**src/rtl/huff_table_tx.sv**
```systemverilog
`default_nettype none
// ============================================================================
// Module     : huff_table_tx
// Description: Walks the Huffman code table and streams 3-byte records
//              (symbol, {path[3:0],len}, path[11:4]) plus a zero terminator.
//              Define HUFF_TX_CHECKSUM_EN to append an XOR checksum byte.
// Revision   : 1.0 - initial release
// ============================================================================
module huff_table_tx #(
  parameter int NUM_SYMBOLS = 256,
  parameter int ADDR_W      = 8
) (
  input  logic              clk,
  input  logic              n_rst,
  input  logic              start,
  output logic [ADDR_W-1:0] tbl_addr,
  input  logic [3:0]        tbl_length,
  input  logic [11:0]       tbl_path,
  output logic [7:0]        tx_data,
  output logic              tx_valid,
  input  logic              tx_ready,
  output logic              busy,
  output logic              done,
  output logic              len_err,
  output logic [ADDR_W:0]   entry_count
);

  localparam logic [ADDR_W-1:0] c_last_addr = ADDR_W'(NUM_SYMBOLS - 1);
  localparam logic [3:0]        c_max_len   = 4'd12;

  typedef enum logic [3:0] {
    S_IDLE,
    S_FETCH,
    S_EVAL,
    S_SEND0,
    S_SEND1,
    S_SEND2,
    S_END0,
    S_END1,
    S_END2,
`ifdef HUFF_TX_CHECKSUM_EN
    S_CSUM,
`endif
    S_DONE
  } state_e;

  state_e            state_q;
  logic [ADDR_W-1:0] addr_q;
  logic [7:0]        tx_data_q;
  logic              tx_valid_q;
  logic              busy_q;
  logic              done_q;
  logic              len_err_q;
  logic [ADDR_W:0]   count_q;
  logic [3:0]        len_q;
  logic [11:0]       path_q;
`ifdef HUFF_TX_CHECKSUM_EN
  logic [7:0]        csum_q;
`endif

  logic       w_accept;
  logic       w_last;
  logic [7:0] w_sym;

  assign w_accept = tx_valid_q & tx_ready;
  assign w_last   = (addr_q == c_last_addr);
  assign w_sym    = 8'(addr_q);

  assign tbl_addr    = addr_q;
  assign tx_data     = tx_data_q;
  assign tx_valid    = tx_valid_q;
  assign busy        = busy_q;
  assign done        = done_q;
  assign len_err     = len_err_q;
  assign entry_count = count_q;

  always_ff @(posedge clk) begin
    if (!n_rst) begin
      state_q    <= S_IDLE;
      addr_q     <= '0;
      tx_data_q  <= '0;
      tx_valid_q <= 1'b0;
      busy_q     <= 1'b0;
      done_q     <= 1'b0;
      len_err_q  <= 1'b0;
      count_q    <= '0;
      len_q      <= '0;
      path_q     <= '0;
`ifdef HUFF_TX_CHECKSUM_EN
      csum_q     <= '0;
`endif
    end else begin
      done_q <= 1'b0;
`ifdef HUFF_TX_CHECKSUM_EN
      if (w_accept) csum_q <= csum_q ^ tx_data_q;
`endif
      case (state_q)
        S_IDLE: begin
          if (start) begin
            addr_q    <= '0;
            count_q   <= '0;
            len_err_q <= 1'b0;
            busy_q    <= 1'b1;
`ifdef HUFF_TX_CHECKSUM_EN
            csum_q    <= '0;
`endif
            state_q   <= S_FETCH;
          end
        end
        S_FETCH: state_q <= S_EVAL;
        S_EVAL: begin
          len_q  <= tbl_length;
          path_q <= tbl_path;
          if (tbl_length == 4'd0 || tbl_length > c_max_len) begin
            if (tbl_length > c_max_len) len_err_q <= 1'b1;
            // Skipped entry: the terminator follows directly after the last address
            if (w_last) begin
              tx_data_q  <= 8'h00;
              tx_valid_q <= 1'b1;
              state_q    <= S_END0;
            end else begin
              addr_q  <= addr_q + ADDR_W'(1);
              state_q <= S_FETCH;
            end
          end else begin
            tx_data_q  <= w_sym;
            tx_valid_q <= 1'b1;
            state_q    <= S_SEND0;
          end
        end
        S_SEND0: begin
          if (w_accept) begin
            tx_data_q <= {path_q[3:0], len_q};
            state_q   <= S_SEND1;
          end
        end
        S_SEND1: begin
          if (w_accept) begin
            tx_data_q <= path_q[11:4];
            state_q   <= S_SEND2;
          end
        end
        S_SEND2: begin
          if (w_accept) begin
            count_q <= count_q + (ADDR_W+1)'(1);
            if (w_last) begin
              tx_data_q <= 8'h00;
              state_q   <= S_END0;
            end else begin
              tx_valid_q <= 1'b0;
              addr_q     <= addr_q + ADDR_W'(1);
              state_q    <= S_FETCH;
            end
          end
        end
        S_END0: begin
          if (w_accept) begin
            tx_data_q <= 8'h00;
            state_q   <= S_END1;
          end
        end
        S_END1: begin
          if (w_accept) begin
            tx_data_q <= 8'h00;
            state_q   <= S_END2;
          end
        end
        S_END2: begin
          if (w_accept) begin
`ifdef HUFF_TX_CHECKSUM_EN
            // Fold in the byte being accepted now; csum_q has not seen it yet
            tx_data_q <= csum_q ^ tx_data_q;
            state_q   <= S_CSUM;
`else
            tx_valid_q <= 1'b0;
            busy_q     <= 1'b0;
            done_q     <= 1'b1;
            state_q    <= S_DONE;
`endif
          end
        end
`ifdef HUFF_TX_CHECKSUM_EN
        S_CSUM: begin
          if (w_accept) begin
            tx_valid_q <= 1'b0;
            busy_q     <= 1'b0;
            done_q     <= 1'b1;
            state_q    <= S_DONE;
          end
        end
`endif
        S_DONE:  state_q <= S_IDLE;
        default: state_q <= S_IDLE;
      endcase
    end
  end

endmodule
`default_nettype wire

```
**config.mk**
```make
export PLATFORM = sky130hd
export DESIGN_NAME = huff_table_tx
export DESIGN_NICKNAME = d
export VERILOG_FILES = /design/src/rtl/huff_table_tx.sv
export SDC_FILE = /design/constraint.sdc
export NUM_CORES = 1
export LEC_CHECK = 0
export ABC_AREA = 1
export CAP_MARGIN = 20
export CORE_MARGIN = 5
export CORE_UTILIZATION = 59
export CTS_BUF_LIST = sky130_fd_sc_hd__clkbuf_8
export DETAILED_ROUTE_END_ITERATION = 6
export MAX_ROUTING_LAYER = met4
export PLACE_DENSITY = 0.95
export SETUP_SLACK_MARGIN = 0.5
export SLEW_MARGIN = 25
export SYNTH_ARGS = -nofsm -noshare
export SYNTH_HDL_FRONTEND = slang
export SYNTH_SLANG_ARGS = --single-unit
```
**constraint.sdc**
```tcl
create_clock -name clk -period 3 [get_ports clk]
set_input_delay 0.9 -clock clk [delete_from_list [all_inputs] [get_ports clk]]
set_output_delay 0.9 -clock clk [all_outputs]
set_load 0.005 [all_outputs]
```
==> results by group, run 1 <==
STA
  – FMAX: about 430 MHz
  – Fin crit share: 0.777
  – Fin Setup TNS: 0 ns
  – Min Clock Period, post-route: around 2.3 ns
  – Worst-margin pin slew: ~0.60 ns
  – Final Hold Vio Count: 0
  – Hold_ws: 0.485 ns
  – Setup Skew: slightly below 0.006 ns
  – Slew Limit Fails: 0
  – Slew margin rel.: 0.601
  – Unrepaired setup endpoints after global routing: no
  – Final Setup Violations: 0

Job
  – Maxcap violations: 0

Yosys
  – Netlist cell types: 30
  – Complex-gate fraction of the synthesized area: 0.134
  – Synth Net Count: 473
  – Post-Synth XOR/XNOR Area: 0.0122
  – Synth Flop Type: dfxtp_1
  – Cells after Synth: between 400 and 500
  – Seq/Total Area, Yosys: 0.342
  – Synthesized area: about 2900 µm²
  – Synthesized flop and latch total: between 40 and 50
  – Number of synthesized flops with an enable pin: 0
  – Post-Syn Area per Cell: about 6.4 µm²
  – Main combinational cell family by area after synthesis: simple AND/OR/NAND/NOR gates
  – Post-Synth Adder-Cell Area: 0.00873
  – Async SR Flop Fraction: 0
  – Post-synthesis simple-gate area fraction: 0.400
  – Ys Warns: 0
  – Mux cell area share after synthesis: 0

Drt
  – Remaining DRCs: 0
  – DR vias: 3,086
  – Routed wire length: 7410 µm
  – Iter 0 DRT Violations: about 240
  – Routed len/inst: between 10 and 15 µm
  – Vias per cell: about 5.5
  – Antenna viol nets, final: 0
  – DR pass1 iterations: 6

Worst setup path
  – CP required: ~3.3 ns
  – Crit path arrival time: roughly 2.6 ns
  – Crit Path Class: in -> reg
  – CP endpoint kind: register
  – CP Launch Type: input port
  – CP max FO: 18

Cells and area
  – Most frequent cells in the layout: nand2_1, nor2_1, inv_1
  – Layout cell share with drive strength beyond 1: 0.0822
  – Commonest non-fill, non-tap cell in the layout: nand2_1
  – Area Growth Syn to Fin: 22.3%
  – Final nets: approximately 520
  – Layout filler cell count: approximately 380
  – N_diodes: 0

Pwr
  – VDD IR-drop max: 0.382 mV
  – PwrDens: about 750 nW/µm²
  – Leak: roughly 1.5 nW

Clocking
  – Clock latency on the worst-skew pair: 0.30 ns
  – CTS tree: done
  – Clk root buf: clkbuf_8
  – CTS Buf Count: 5
  – Post-CTS Hold Buffers: 0
  – H-Tree Depth: 2
  – Max Buffers Root-to-Sink: 2
  – Reg clk slew, reported paths: around 0.090 ns
  – PostCTS Resize Cnt: 0
  – CTS sink count: 49
  – Post-CTS setup buffers: 0

Floorplan
  – I/O pin total: 49
  – Initial core utilization: 0.607
  – Die Area: between 6000 and 7000 µm²
  – Die Wd: between 70 and 80 µm
  – Core area: roughly 4700 µm²
  – Die Span Y: 79.7 µm
  – Row count: 25

Global routing
  – GR Overflow Total: 0
  – Initial antenna violation count: 0
  – Vias in the first global route: ~2.8k
  – First-pass GRT wire length: between 10,000 and 15,000 µm
  – Largest net degree at the start of global routing: 22
  – Gr usage total: 0.250

Status
  – Outcome: complete, no violations

Place
  – GP Congestion: about 0.92
  – Dpl hpwl: between 5000 and 6000 µm
  – Input/output buffers: 48

Hold path
  – Min-Delay Path Class: reg -> reg
## where the power goes
part           leakage [nW]  total [mW]  switching, mW  internal (mW)
Combinational          1.03        1.21          0.731          0.479
Sequential            0.398       0.972          0.156          0.816
Clock                0.0540       0.462          0.219          0.243
Total                  1.48        2.64           1.11           1.54
## final cells by class
class                      instances  area (µm²)  area share
clock inverter                     2        35.0      0.0100
tap                               67        83.8      0.0239
clock buffer                       5        68.8      0.0196
multi-input combinational        330        1590       0.454
timing repair buffer              51         503       0.144
sequential                        49         981       0.280
inverter                          62         240      0.0686
## kinds of logic (layout without fill, tap and decap cells)
logic type | after synthesis | after routing
AND/OR/NAND/NOR | 257 | 257
buffers and inverters | 72 | 120
AO/OA/AOI/OAI | 67 | 67
flip-flops | 49 | 49
XOR/XNOR | 4 | 4
adder cells (fa/ha/maj) | 2 | 2
## worst max-delay path, stage by stage
cell and delay [ns]:
clkdlybuf4s50_1 0.52, nand2_1 0.06, inv_1 0.07, nand2_1 0.07, nand2_1 0.39, nand3_1 0.16, o21ai_0 0.15, nand2_1 0.09
nand3_1 0.08, nand2_1 0.05, inv_1 0.05
## layer usage
| layer | vias up | share of wire | GRT usage |
|---|---|---|---|
| met5 | - | 0 | - |
| met4 | 0 | 0.023 | 0.0928 |
| met3 | 26 | 0.081 | 0.0553 |
| met2 | 148 | 0.50 | 0.432 |
| met1 | 1387 | 0.40 | 0.282 |
| li1 | 1525 | - | - |
## registers in the layout (all words and copies together), names as in the netlist
name / cells
path_q: 12
entry_count: 9
tbl_addr: 8
tx_data: 8
len_q: 4
state_q: 4
busy: 1
done: 1
len_err: 1
tx_valid: 1
## worst paths after layout
check,startpoint,end,slack (ns),depth (start not counted)
min reg2reg,len_err$_SDFFE_PN0P_,len_err$_SDFFE_PN0P_,0.49,2
max,tbl_length[3],tx_data[5]$_SDFFE_PN0P_,0.67,11
max reg2reg,tbl_addr[1]$_SDFFE_PN0P_,tx_data[5]$_SDFFE_PN0P_,1.14,10
min,len_err$_SDFFE_PN0P_,len_err$_SDFFE_PN0P_,0.49,2
## through the flow
step	utilization	cells	worst slack (ns)	instance area, µm²	total power [mW]
final	0.742	566	0.670	3500	2.64
after global routing	0.742	566	0.525	3500	2.83
after CTS	0.742	566	0.730	3500	2.63
after detailed placement	0.720	559	0.452	3400	2.17
after global placement	0.720	559	0.545	3400	2.12
after floorplan	-	451	1.18	2870	1.76
## synth_stat cells (all sizes together), types with 3 or more instances
| library cell | count | area (µm²) |
|---|---|---|
| a21oi | 27 | 135 |
| inv | 62 | 240 |
| dfxtp | 49 | 981 |
| o21bai | 7 | 52.6 |
| nand2 | 121 | 507 |
| nor3 | 3 | 15.0 |
| xor2 | 3 | 26.3 |
| nand3 | 53 | 283 |
| o21ai | 29 | 168 |
| nor2 | 77 | 322 |
| buf | 5 | 33.8 |
| clkbuf | 5 | 18.8 |
Power figures use the tool's default switching activity.
==> run 2: changes to the inputs <==
--- a/config.mk
+++ b/config.mk
@@ -8,11 +8,11 @@
 export ABC_AREA = 1
 export CAP_MARGIN = 20
 export CORE_MARGIN = 5
-export CORE_UTILIZATION = 59
+export CORE_UTILIZATION = 50
 export CTS_BUF_LIST = sky130_fd_sc_hd__clkbuf_8
 export DETAILED_ROUTE_END_ITERATION = 6
 export MAX_ROUTING_LAYER = met4
-export PLACE_DENSITY = 0.95
+export PLACE_DENSITY = 0.9
 export SETUP_SLACK_MARGIN = 0.5
 export SLEW_MARGIN = 25
 export SYNTH_ARGS = -nofsm -noshare
==> constraint.sdc (replaced) <==
create_clock -name clk -period 2.13 [get_ports clk]
set_input_delay 0.639 -clock clk [delete_from_list [all_inputs] [get_ports clk]]
set_output_delay 0.639 -clock clk [all_outputs]
set_load 0.005 [all_outputs]
==> run 2 against run 1 <==
  * Highest routed layer unchanged
  * Register-to-register slack lost 0.60 ns
  * Total power increased by 52%
  * Largest cell class unchanged
  * Non-clock buffer count up 31
  * Largest power group unchanged
==> results by group, run 2 (synthesis results as in run 1) <==
Status
  – Outcome: complete, no violations

Worst setup path
  – CP endpoint kind: register
  – Crit path max-delay cell type: dfxtp_4
  – Family with the most delay on the worst path: simple AND/OR/NAND/NOR gates
  – RR Endpoint: state_q[2]$_SDFFE_PN0P_
  – Crit Path Class: reg -> reg
  – CP Launch Type: register
  – CP required: 2.37 ns (-0.89 ns)
  – Critical Path Max Stage Delay: 0.38 ns (-0.14 ns)
  – CP max FO: 5 (-13)
  – R2R depth: 9 (-1)
  – Buf/Inv on CP: 1 (-2)
  – Worst r2r src: tbl_addr[1]$_SDFFE_PN0P_
  – CP Cell Sequence: ha_2 -> inv_1 -> nor2_4 -> nand2_4 -> nor2_2 -> nor2_1 -> nand3b_1 -> nand2_1 -> a21oi_2
  – Flop2flop setup slack: 0.54 ns (-0.60 ns)
  – Crit path arrival time: 1.83 ns (-0.76 ns)

Place
  – Placed cell count: 567 (+1.4%)
  – Dpl hpwl: 5410 µm (-2.2%)
  – Post-Place Setup Slack: -0.0355 ns (-0.488 ns)
  – GP Congestion: 0.869 (-5.5%)
  – Input/output buffers: 48 (unchanged)

Hold path
  – Hold Path Sink: busy$_SDFFE_PN0P_
  – Min-Delay Path Class: reg -> reg
  – Hold Path Stages: 2 (unchanged)
  – Hold path start: busy$_SDFFE_PN0P_

STA
  – Slew Limit Fails: 0 (unchanged)
  – Fin crit share: 0.747
  – Worst-margin pin slew: 0.307 ns (-0.288 ns)
  – FMAX: 628 MHz
  – Min Clock Period, post-route: around 1.6 ns
  – Worst Slack Setup Final: 0.539 ns (-0.131 ns)
  – Setup Skew: 0.00718 ns (+0.00130 ns)
  – Final Hold Vio Count: 0 (unchanged)
  – Final Setup Violations: 0 (unchanged)
  – Slew margin rel.: 0.795 (+0.193)
  – Unrepaired setup endpoints after global routing: yes

Clocking
  – Post-CTS Hold Buffers: 0 (unchanged)
  – Max Buffers Root-to-Sink: 2 (unchanged)
  – CTS sink count: 49 (unchanged)
  – CTS Buf Count: 5 (unchanged)
  – CTS tree: done
  – H-Tree Depth: 2 (unchanged)
  – Clock latency on the worst-skew pair: 0.31 ns (about the same)
  – Reg clk slew, reported paths: 0.09 ns (about the same)
  – Clk root buf: clkbuf_8

Job
  – Maxcap violations: 0 (unchanged)

Cells and area
  – Area Growth Syn to Fin: 36.8%
  – Layout cell share with drive strength beyond 1: 0.242 (+0.160)
  – Final nets: 554 (+6.3%)
  – Commonest non-fill, non-tap cell in the layout: nand2_1
  – Most frequent cells in the layout: nand2_1, nor2_1, inv_1
  – Most flop-heavy register: path_q
  – N_diodes: 0 (unchanged)
  – Non-Filler Instances: 605 (+6.9%)
  – Max reg flops: 12 (unchanged)

Floorplan
  – Row count: 27 (+8.0%)
  – Die Wd: 85.7 µm (+7.5%)
  – I/O pin total: 49 (unchanged)
  – Core area: 5540 µm² (+17%)
  – Die Span Y: 85.7 µm (+7.5%)
  – Die Area: 7340 µm² (+16%)
  – Initial core utilization: 0.517 (-0.0895)

Global routing
  – GR Overflow Total: 0 (unchanged)
  – Initial antenna violation count: 0 (unchanged)
  – Gr usage total: 0.229 (-0.0214)
  – Vias in the first global route: 3,028 (+7.8%)
  – First-pass GRT wire length: 13,400 µm (+8.8%)
  – Largest net degree at the start of global routing: 22 (unchanged)

Pwr
  – VDD IR-drop max: 0.520 mV (+36%)
  – Total power draw: 4.01 mW (+52%)
  – PwrDens: 1020 nW/µm² (+36%)
  – Leak: 1.89 nW (+28%)

Drt
  – DR pass1 iterations: 6 (unchanged)
  – Routed len/inst: 13.5 µm (+3.4%)
  – Routed wire length: 8190 µm (+11%)
  – Antenna viol nets, final: 0 (unchanged)
  – DR vias: 3,212 (+4.1%)
  – Remaining DRCs: 0 (unchanged)
  – Vias per cell: 5.31 (-2.6%)
  – Iter 0 DRT Violations: 276 (+16%)
==> run 2: cell count changes in the layout (fill, tap and decap cells not counted), sizes merged, moves of 2 or more <==
| cell | before | now |
|---|---|---|
| nand2 | 121 | 123 |
| dlymetal6s2s | 0 | 3 |
| dlygate4sd2 | 0 | 32 |
| buf | 3 | 34 |
| clkdlybuf4s50 | 48 | 13 |
==> run 2: power breakdown <==
group / total (mW) / leakage [nW] / internal [mW] / switching [mW]
sequential: 1.34 / 0.415 / 1.18 / 0.161
combinational: 1.95 / 1.42 / 0.781 / 1.17
clock: 0.716 / 0.0574 / 0.382 / 0.334
==> run 2: repair_timing <==
item,CTS,global route
pin swaps,7,6
resized for setup,85,28
setup buffers,26,2
setup endpoints to repair,54,31
gates cloned,0,2
endpoints found under the hold margin,0,0
==> run 2: worst max-delay path by stage <==
stage | cells after the start | to | slack, ns | start
after floorplan | 9 | tx_data[7]$_SDFFE_PN0P_ | 0.57 | tbl_length[1]
after global placement | 9 | tbl_addr[6]$_SDFFE_PN0P_ | 0.02 | tbl_length[2]
after detailed placement | 12 | tx_data[2]$_SDFFE_PN0P_ | -0.04 | tbl_length[3]
after CTS | 1 | tbl_addr[1] | 0.31 | tbl_addr[1]$_SDFFE_PN0P_
after global routing | 11 | tx_data[0]$_SDFFE_PN0P_ | 0.42 | tbl_length[3]
final | 9 | state_q[2]$_SDFFE_PN0P_ | 0.54 | tbl_addr[1]$_SDFFE_PN0P_
==> run 2: metal layers <==
metal	GRT usage	up-vias	wire (µm)
met4	0.0590	0	153
met3	0.0384	24	645
met5	-	-	0
met2	0.403	147	4010
li1	-	1589	-
met1	0.270	1452	3390
==> run 2: area by class of cell <==
type                            instances  area [µm²]
Fill cell                             464        1620
Sequential cell                        49        1040
Multi-Input combinational cell        332        1720
Clock inverter                          2        37.5
Tap cell                               72        90.1
Clock buffer                            6        82.6
Inverter                               62         245
Timing Repair Buffer                   82         707
==> run 2: through the flow <==
stage	TNS (ns)	area, µm²	hold slack, ns	util
floorplan	0	2870	0.455	-
global placement	0	3430	0.458	0.619
detailed placement	-0.124	3430	0.457	0.619
CTS	0	3810	0.463	0.687
global route	0	3920	0.492	0.707
finish	0	3920	0.464	0.707
==> run 2: worst reg2reg max path, stage by stage (launching register included) <==
cell and delay [ns]:
dfxtp_4 0.38, ha_2 0.21, inv_1 0.08, nor2_4 0.21
nand2_4 0.12, nor2_2 0.14, nor2_1 0.08, nand3b_1 0.10
nand2_1 0.07, a21oi_2 0.14
